==> src/rtl/gx4000_crtc_pkg.sv <==
// gx4000_crtc_pkg: shared constants and types for the GX4000 CRTC bridge
package gx4000_crtc_pkg;
  localparam logic [1:0] CRTC_FN_INDEX  = 2'd0;
  localparam logic [1:0] CRTC_FN_DATA   = 2'd1;
  localparam logic [1:0] CRTC_FN_STATUS = 2'd2;
  localparam logic [1:0] CRTC_FN_READ   = 2'd3;
  localparam int CRTC_ENTRY_W = 9;
  typedef enum logic {IDLE, DRIVE} drain_state_e;
endpackage

==> src/rtl/gx4000_sync_fifo.sv <==
// gx4000_sync_fifo: synchronous FIFO; a push into a full FIFO is taken only when a pop happens in the same cycle
// Ports: clk/rst (async active-high), push/din, pop/dout (head, valid while !empty), full, empty, level
module gx4000_sync_fifo #(
  parameter int DEPTH = 4,
  parameter int WIDTH = 9,
  localparam int AW = $clog2(DEPTH)
) (
  input  logic             clk,
  input  logic             rst,
  input  logic             push,
  input  logic             pop,
  input  logic [WIDTH-1:0] din,
  output logic [WIDTH-1:0] dout,
  output logic             full,
  output logic             empty,
  output logic [AW:0]      level
);
  logic [WIDTH-1:0] mem_q [DEPTH];
  logic [AW-1:0] wp_q, wp_d, rp_q, rp_d;
  logic [AW:0] cnt_q, cnt_d;
  logic do_push, do_pop;
  always_comb begin
    full = cnt_q == (AW+1)'(DEPTH);
    empty = cnt_q == '0;
    do_pop = pop & ~empty;
    do_push = push & (~full | do_pop);
    wp_d = do_push ? wp_q + 1'b1 : wp_q;
    rp_d = do_pop ? rp_q + 1'b1 : rp_q;
    cnt_d = (do_push & ~do_pop) ? cnt_q + 1'b1 : (do_pop & ~do_push) ? cnt_q - 1'b1 : cnt_q;
  end
  assign dout = mem_q[rp_q];
  assign level = cnt_q;
  always_ff @(posedge clk or posedge rst)
    if (rst) begin
      wp_q <= '0;
      rp_q <= '0;
      cnt_q <= '0;
    end else begin
      wp_q <= wp_d;
      rp_q <= rp_d;
      cnt_q <= cnt_d;
    end
  always_ff @(posedge clk)
    if (do_push) mem_q[wp_q] <= din;
endmodule

==> src/rtl/gx4000_crtc_bridge.sv <==
// gx4000_crtc_bridge: Z80 &BC-&BF decode, CRTC shadow/readback, status register and buffered drain to the motherboard CRTC
// Ports: clk_sys/reset (async active-high); cpu_* bus side (level strobes, registered cpu_dout);
//        crtc_clken/crtc_vsync in, crtc_enable/cs_n/r_nw/rs/data out; fifo_level, sticky overflow
module gx4000_crtc_bridge
  import gx4000_crtc_pkg::*;
#(
  parameter int NUM_REGS = 18,
  parameter int FIFO_DEPTH = 4,
  parameter logic [31:0] READ_MASK = 32'h0003_F000,
  localparam int LW = $clog2(FIFO_DEPTH) + 1
) (
  input  logic          clk_sys,
  input  logic          reset,
  input  logic          plus_mode,
  input  logic [15:0]   cpu_addr,
  input  logic [7:0]    cpu_data,
  input  logic          cpu_wr,
  input  logic          cpu_rd,
  output logic [7:0]    cpu_dout,
  output logic          cpu_dout_en,
  input  logic          crtc_clken,
  input  logic          crtc_vsync,
  output logic          crtc_enable,
  output logic          crtc_cs_n,
  output logic          crtc_r_nw,
  output logic          crtc_rs,
  output logic [7:0]    crtc_data,
  output logic [LW-1:0] fifo_level,
  output logic          overflow
);
  localparam logic [5:0] NR = 6'(NUM_REGS);
  logic wr_q, rd_q, overflow_q, overflow_d, dout_en_q, dout_en_d, rs_q, rs_d;
  logic [4:0] index_q, index_d;
  logic [7:0] dout_q, dout_d, data_q, data_d, reg_val;
  logic [7:0] shadow_q [NUM_REGS];
  logic [7:0] shadow_d [NUM_REGS];
  drain_state_e state_q, state_d;
  logic sel, wr_edge, pop, accept, idx_ok, rd_reg, rd_stat, full, empty;
  logic [1:0] fn;
  logic [CRTC_ENTRY_W-1:0] head;
  logic unused_addr;
  assign unused_addr = &{1'b0, cpu_addr[7:0]};
  gx4000_sync_fifo #(.DEPTH(FIFO_DEPTH), .WIDTH(CRTC_ENTRY_W)) u_fifo (
    .clk(clk_sys), .rst(reset), .push(wr_edge), .pop(pop), .din({fn[0], cpu_data}),
    .dout(head), .full(full), .empty(empty), .level(fifo_level)
  );
  always_comb begin
    sel = cpu_addr[15:10] == 6'b101111;
    fn = cpu_addr[9:8];
    wr_edge = sel & cpu_wr & ~wr_q & ~fn[1];
    pop = (state_q == DRIVE) & crtc_clken;
    // a full FIFO still accepts when the drain pops in the same cycle
    accept = wr_edge & (~full | pop);
    idx_ok = {1'b0, index_q} < NR;
    rd_reg = sel & ((fn == CRTC_FN_READ) | ((fn == CRTC_FN_STATUS) & plus_mode));
    rd_stat = sel & (fn == CRTC_FN_STATUS) & ~plus_mode;
    reg_val = (READ_MASK[index_q] & idx_ok) ? shadow_q[index_q] : 8'h00;
    index_d = (accept & (fn == CRTC_FN_INDEX)) ? cpu_data[4:0] : index_q;
    shadow_d = shadow_q;
    if (accept & (fn == CRTC_FN_DATA) & idx_ok) shadow_d[index_q] = cpu_data;
    // a drop on the same cycle as the clearing status read keeps the flag set
    overflow_d = (wr_edge & full & ~pop) | (overflow_q & ~(rd_stat & cpu_rd & ~rd_q));
    dout_d = (cpu_rd & rd_reg) ? reg_val
           : (cpu_rd & rd_stat) ? {overflow_q, ~empty, crtc_vsync, index_q} : 8'hFF;
    dout_en_d = cpu_rd & (rd_reg | rd_stat);
    state_d = (state_q == IDLE) ? (empty ? IDLE : DRIVE) : (crtc_clken ? IDLE : DRIVE);
    rs_d = (state_q == IDLE & ~empty) ? head[8] : rs_q;
    data_d = (state_q == IDLE & ~empty) ? head[7:0] : data_q;
  end
  // strobes derive from state so an async reset in DRIVE kills the access at once
  assign crtc_enable = (state_q == DRIVE) & crtc_clken;
  assign crtc_cs_n = state_q != DRIVE;
  assign crtc_r_nw = state_q != DRIVE;
  assign crtc_rs = rs_q;
  assign crtc_data = data_q;
  assign cpu_dout = dout_q;
  assign cpu_dout_en = dout_en_q;
  assign overflow = overflow_q;
  always_ff @(posedge clk_sys or posedge reset)
    if (reset) begin
      wr_q <= 1'b0;
      rd_q <= 1'b0;
      overflow_q <= 1'b0;
      dout_q <= 8'hFF;
      dout_en_q <= 1'b0;
      rs_q <= 1'b0;
      data_q <= 8'h00;
      index_q <= '0;
      shadow_q <= '{default: 8'h00};
      state_q <= IDLE;
    end else begin
      wr_q <= cpu_wr;
      rd_q <= cpu_rd;
      overflow_q <= overflow_d;
      dout_q <= dout_d;
      dout_en_q <= dout_en_d;
      rs_q <= rs_d;
      data_q <= data_d;
      index_q <= index_d;
      shadow_q <= shadow_d;
      state_q <= state_d;
    end
endmodule

==> config.mk <==
export PLATFORM = sky130hd
export DESIGN_NAME = gx4000_crtc_bridge
export DESIGN_NICKNAME = d
export VERILOG_FILES = /design/src/rtl/gx4000_crtc_pkg.sv /design/src/rtl/gx4000_sync_fifo.sv /design/src/rtl/gx4000_crtc_bridge.sv
export SDC_FILE = /design/constraint.sdc
export NUM_CORES = 1
export LEC_CHECK = 0
export BUFFER_PORTS_ARGS = -buffer_cell sky130_fd_sc_hd__buf_4
export CORE_MARGIN = 1.5
export CORE_UTILIZATION = 45
export DETAILED_ROUTE_END_ITERATION = 10
export GPL_TIMING_DRIVEN = 0
export PLACE_DENSITY = 0.67
export SYNTH_ARGS = -nofsm -noshare
export SYNTH_HDL_FRONTEND = slang
export SYNTH_SLANG_ARGS = --single-unit
==> constraint.sdc <==
create_clock -name clk_sys -period 10.4 [get_ports clk_sys]
set_input_delay 0.52 -clock clk_sys [delete_from_list [all_inputs] [get_ports clk_sys]]
set_output_delay 0.52 -clock clk_sys [all_outputs]
set_load 0.05 [all_outputs]
* Yosys cells after proc, flatten, opt, wreduce, memory -nomap -nowiden
Memories as Yosys holds them, arrays and structs flattened. A register that Yosys moved wholly into a read port is not among the register bits.
Cells that the tools add are included.
** Storage, ports and cells
- Register bits after elaboration :: 169
- Bits in writable memories :: 36
- Bits in read-only memories :: 32
- Input port bits :: 31
- Output and inout port bits :: 25
- Word-level logic and storage cells :: 106
- Memories kept :: 2
** Operators by class
- Add/subtract/negate cells :: 4
- Order comparisons :: 4
- Equality and inequality tests :: 5
- Muxes and demuxes :: 17
- Bitwise gates (word level) :: 42
- Reductions and logical operators :: 4
** Memories
- u_fifo.mem_q :: depth 4, width 9, read ports 1, clocked after Yosys merged registers in 1, write ports 1, line gx4000_sync_fifo.sv:18 : logic [WIDTH-1:0] mem_q [DEPTH];
- (no name shown) :: depth 32, width 1, read ports 1, clocked after Yosys merged registers in 0, write ports 0, line gx4000_crtc_bridge.sv:57 : reg_val = (READ_MASK[index_q] & idx_ok) ? shadow_q[index_q] : 8'h00;
** Operators by type and width (number)
- bitwise mux 144 bit :: 1
- two-way mux 8 bit :: 6
- binary-select mux 8 bit (select 5 bit) :: 1
- demux 8 bit (select 5 bit) :: 1
- AND 1 bit :: 25
- NOT 1 bit :: 11
- == test 6 bit (second input constant) :: 1
- >= comparator 6 bit (second input constant) :: 1
- less-than comparator 5 x 6 -> 1 bit (second input constant) :: 1
- less-than comparator 6 x 1 -> 1 bit (second input constant) :: 1
- two-way mux 1 bit :: 6
- two-way mux 3 bit :: 2
- NOT 5 -> 6 bit :: 1
- less-than comparator 5 bit (second input constant) :: 1
- bitwise OR 1 bit :: 5
- adder 2 x 1 -> 2 bit (second input constant) :: 2
- == test 2 bit (second input constant) :: 2
- adder 3 x 1 -> 3 bit (second input constant) :: 1
- == test 3 bit (second input constant) :: 1
- logical NOT 3 bit :: 1
- subtractor 3 x 1 -> 3 bit (second input constant) :: 1
- == test 2 x 1 -> 1 bit (second input constant) :: 1
- logical NOT 2 bit :: 1
- nonzero test 2 bit :: 1
- logical AND 1 bit :: 1

* Longest topological paths before layout
- Depth in word-level cells :: 9
- Gate-level depth with buffers :: 10
- Gate-level depth less buffers :: 9

* Modules after synthesis
From an unflattened synthesis, not the netlist that was laid out.
** Unflattened totals
- Cell total of the unflattened synthesis :: 608
- Area total of the unflattened synthesis :: 9001.1 µm²
** By module, submodules not included
- gx4000_crtc_bridge :: times used 1, cells each 525, area an instance 7259.5 µm², seq. area each 3938.8 µm²
- gx4000_sync_fifo :: times used 1, cells each 83, area an instance 1741.7 µm², seq. area each 1256.2 µm²

* Worst setup path before layout
No wires, ideal clock.
- Kind :: input port to flip-flop
- From :: input cpu_addr[9]
- To :: register u_fifo.cnt_q[2] (netlist: u_fifo.level[2])
- Library setup time :: 80 ps
- Arrival :: 2717 ps
- Data required time :: 10320 ps
- Slack :: 7603 ps
- Stages on the path :: 10
- Path buffers :: 1
- Cell sequence :: or3b_1 > clkbuf_1 > or3_1 > a21oi_2 > ha_1 > inv_1 > fa_1 > xor2_1 > nor2_1 > xor2_1
** Between the ends
- Longest elaborated chain between the ends :: 6
- Elaborated cells between the ends (all ways) :: 8
** Ends and longest elaborated chain
- start, declared :: line gx4000_crtc_bridge.sv:15 : input logic [15:0] cpu_addr,
- NOT 1 bit * :: line gx4000_crtc_bridge.sv:50 : wr_edge = sel & cpu_wr & ~wr_q & ~fn[1];
- AND 1 bit * :: line gx4000_crtc_bridge.sv:50
- AND 1 bit * :: line gx4000_sync_fifo.sv:26 : do_push = push & (~full | do_pop);
- via u_fifo.do_push :: line gx4000_sync_fifo.sv:21 : logic do_push, do_pop;
- NOT 1 bit :: line gx4000_sync_fifo.sv:29 : cnt_d = (do_push & ~do_pop) ? cnt_q + 1'b1 : (do_pop & ~do_push) ? cnt_q - 1'b1 : cnt_q;
- AND 1 bit :: line gx4000_sync_fifo.sv:29
- nonzero test 2 bit (no source line)
- end signal, assigned :: line gx4000_sync_fifo.sv:41 : cnt_q <= cnt_d;
- end, declared :: line gx4000_sync_fifo.sv:20 : logic [AW:0] cnt_q, cnt_d;
The timed path passes the listed nets; every way through them passes the cells marked *.
A chain may end at the register's enable or synchronous reset.

* Worst setup path in the final report
- From :: register index_q[3]
- To :: register shadow_q[8] in the netlist's numbering
** Between the ends
- Longest elaborated chain between the ends :: 6
- Elaborated cells between the ends (all ways) :: 9
** Ends and longest elaborated chain
- start, declared :: line gx4000_crtc_bridge.sv:33 : logic [4:0] index_q, index_d;
- start signal, assigned :: line gx4000_crtc_bridge.sv:99 : index_q <= index_d;
- NOT 5 -> 6 bit (not written as such) :: line gx4000_crtc_bridge.sv:60 : if (accept & (fn == CRTC_FN_DATA) & idx_ok) shadow_d[index_q] = cpu_data;
- >= comparator 6 bit (not written as such) or less-than comparator 6 x 1 -> 1 bit (tied branches) :: line gx4000_crtc_bridge.sv:60
- logical AND 1 bit (not written as such) :: line gx4000_crtc_bridge.sv:60
- two-way mux 8 bit (not written as such) :: line gx4000_crtc_bridge.sv:60
- demux 8 bit (select 5 bit) :: line gx4000_crtc_bridge.sv:60
- bitwise mux 144 bit :: line gx4000_crtc_bridge.sv:60
- end signal, assigned :: line gx4000_crtc_bridge.sv:100 : shadow_q <= shadow_d;
- end, declared :: line gx4000_crtc_bridge.sv:35 : logic [7:0] shadow_q [NUM_REGS];
Parallel ways exist; a longest one is shown, timed or not.

==> impl_results.md <==
- Synthesized cell area: about 9400 um^2
- Post-synth cell types: 52
- Power share of the combinational group: 0.170
- Outcome: finished clean
- Flop2flop setup slack: between 7000 and 8000 ps
- Syn_nets: roughly 660
- Fin crit period: 2920 ps
- Post-route antenna net violation count: 0
- Maximum clock insertion buffer count: 3
- First-pass DRT Iterations: 5
- Cells after Synth: about 630
- Post-DP HPWL: approximately 15000 um
- WL per Instance: 22.7 um
- Die width: about 150 um
- Power Total: about 2.1 mW
- Proportion of synthesized area in mux cells: 0.281
- Flops & latches, synth: between 200 and 250
- CTS buffer count: 24
- Syn Area/Cell: 15.0 um^2
- CTS tree: built
- Number of I/O port buffers: 47
- Max Freq: 0.342 GHz
- Critical path capture point type: flip-flop
- Crit path max-delay cell type: nor4b_2
- Required time worst endpoint: between 10000 and 15000 ps
- # H-tree levels: 1
- Actual slew at the worst max-slew pin: roughly 950 ps
- Share of cells above drive strength 1: 0.427
- Sequential area share after synthesis: 0.579
- Slew Limit Fails: 0
- Final cell count without fillers: roughly 1000
- Worst-path clk slew: about 60 ps
- Iteration-0 DRC Markers: 443
- Final Wtd Congestion: 0.857
- Switching power: between 500 and 600 uW
- DIE HEIGHT: 148 um
- Effective utilization at floorplan: 0.461
- First-pass GRT wire length: roughly 36000 um
- Largest family of logic cells by synthesized area: multiplexers
- Setup TNS: 0 ps
- Most frequent cells in the layout: mux2_2, dfrtp_1, buf_4
- Drt drc: 0
- Setup Skew: roughly 15 ps
- Switching Share: 0.274
- ANT cells: 0
- Static Leak: around 4.8 nW
- Worst skew pair latency: between 500 and 600 ps
- Slew headroom: 0.367
- Compound-Gate Fraction of Synth Area: 0.0538
- Dpl ws: between 7000 and 8000 ps
- Area grow syn2layout: 16.3%
- Clock Sinks: 210
- Pwr dens: 191 nW/um^2
- Yosys warns: 0
- Nets@finish: approximately 740
- Vias in the first global route: ~6000
- Synth Area in Adders: 0.00879
- Crit path DAT: roughly 3300 ps
- Hold Fails Final Rpt: 0
- # hold bufs at CTS: 0
- Register share of total power: 0.429
- Core area: 20400 um^2
- Commonest non-fill, non-tap cell in the layout: mux2_2
- CTS resizes: 0
- Tightest Hold Check Type: in -> async
- Final setup fails: 0
- Main synth FF type: dfrtp_1
- Global route overflow: 0
- Max_cap viols: 0
- Initial antenna violation count: 0
- Post-synth ARST share: 0.829
- CP Cell Sequence: buf_2, nor4b_2, clkbuf_1, nand4_1, mux2_2
- DR vias/cell: 5.80
- CTS Root Cell: clkbuf_16
- Crit start category: flip-flop
- Peak supply drop: between 100 and 150 uV
- EDFF count, synth: 36
- Cell Rows: 52
- Clock power frac: 0.401
- Final period util: 0.281
- Pin count of the biggest net entering global routing: between 100 and 150
- Final setup margin: 7480 ps
- RSZ-0062 raised after global routing: no
- Overall routed net length: about 22000 um
- Max stage delay on crit path: 800 ps
- P_int: around 1.5 mW
- GRT Overall Usage: 0.213
- Post-synthesis simple-gate area fraction: 0.0509
- Postcts setup bufs: 0
- Placed insts: about 940
- Die area: 21800 um^2
- Xor-xnor portion of the synthesized cell area: 0.00559
- Top Ports: 56
- WS Path Type: reg -> reg
- Crit Path Max Fanout: 10
- Vias: approximately 5700
## power by group through the flow
| stage | clock network, mW | registers [mW] | logic [mW] |
|---|---|---|---|
| 3_3_place_gp | 0 | 0.908 | 0.350 |
| 5_1_grt | 0.883 | 0.900 | 0.378 |
| 2_1_floorplan | 0 | 0.992 | 0.167 |
| 4_1_cts | 0.850 | 0.896 | 0.359 |
| 6_report | 0.835 | 0.895 | 0.355 |
| 3_5_place_dp | 0 | 0.911 | 0.358 |
## worst max-delay path: cells and delay by family, from the launching register on
kind | cells | cell delay, ps
and+or+nand+nor | 2 | 1320
buffers and inverters | 2 | 660
DFF | 1 | 360
muxes | 1 | 450
## cells by family (layout without fill, tap and decap cells)
logic type	count (synthesis)	after routing
buffers and inverters	47	139
AND/OR/NAND/NOR	75	75
multiplexers	219	219
XOR/XNOR	6	6
adder cells (fa/ha/maj)	6	6
flip-flops	210	210
AO/OA/AOI/OAI	62	62
## worst paths after layout
kind / start / end / cells after the start
max: index_q[3]$_DFFE_PP0P_ / shadow_q[8]$_DFFE_PP0P_ / 5
min: reset / u_fifo.level[1]$_DFFE_PP0P_ / 2
max reg2reg: index_q[3]$_DFFE_PP0P_ / shadow_q[8]$_DFFE_PP0P_ / 5
min reg2reg: shadow_q[31]$_DFFE_PP0P_ / shadow_q[31]$_DFFE_PP0P_ / 1
max in group asynchronous: reset / cpu_dout[0]$_DFF_PP1_ / 3
min in group clk_sys: cpu_wr / wr_q$_DFF_PP0_ / 1
## area by class of cell
cell class                      instances  area (um^2)
Sequential cell                       210         5450
Clock buffer                           37          741
Clock inverter                          7         60.1
Tap cell                              270          338
Buffer                                 39          159
Timing Repair Buffer                   48          380
Inverter                                8         37.5
Fill cell                            1679         9440
Multi-Input combinational cell        368         3770
## flip-flops by register name (all words and copies together), names as in the netlist
| signal | count |
|---|---|
| crtc_data | 8 |
| u_fifo.mem_q | 36 |
| u_fifo.level | 3 |
| rd_q | 1 |
| index_q | 5 |
| u_fifo.rp_q | 2 |
| state_q | 1 |
| overflow | 1 |
| cpu_dout_en | 1 |
| wr_q | 1 |
| cpu_dout | 8 |
| shadow_q | 140 |
| u_fifo.wp_q | 2 |
| crtc_rs | 1 |
## synthesized netlist by cell type (8+ instances only)
library cell	n	area share
clkbuf_1	20	0.0080
and2_1	10	0.0067
mux2i_1	29	0.031
a22oi_1	14	0.011
nand2_1	16	0.0064
a221oi_1	14	0.013
nor2_1	8	0.0032
dfrtp_1	166	0.44
mux2_2	168	0.20
buf_1	11	0.0044
dfstp_2	8	0.022
edfxtp_1	36	0.12
mux4_2	19	0.046
## metal layers
| layer | track usage | wire (um) | vias to the layer above |
|---|---|---|---|
| met1 | 0.285 | 9570 | 2954 |
| li1 | - | - | 2515 |
| met2 | 0.349 | 10700 | 196 |
| met5 | 0 | 0 | - |
| met3 | 0.0392 | 1340 | 61 |
| met4 | 0.0770 | 812 | 0 |
## through the flow
step / instance area [um^2] / utilization / hold slack [ps]
2_1_floorplan: 9400 / - / 459
5_1_grt: 10900 / 0.537 / 66.1
6_report: 10900 / 0.537 / 31.9
4_1_cts: 10900 / 0.536 / 58.3
3_3_place_gp: 10100 / 0.495 / 476
3_5_place_dp: 10100 / 0.497 / 490
(Power assumes the default switching activity.)
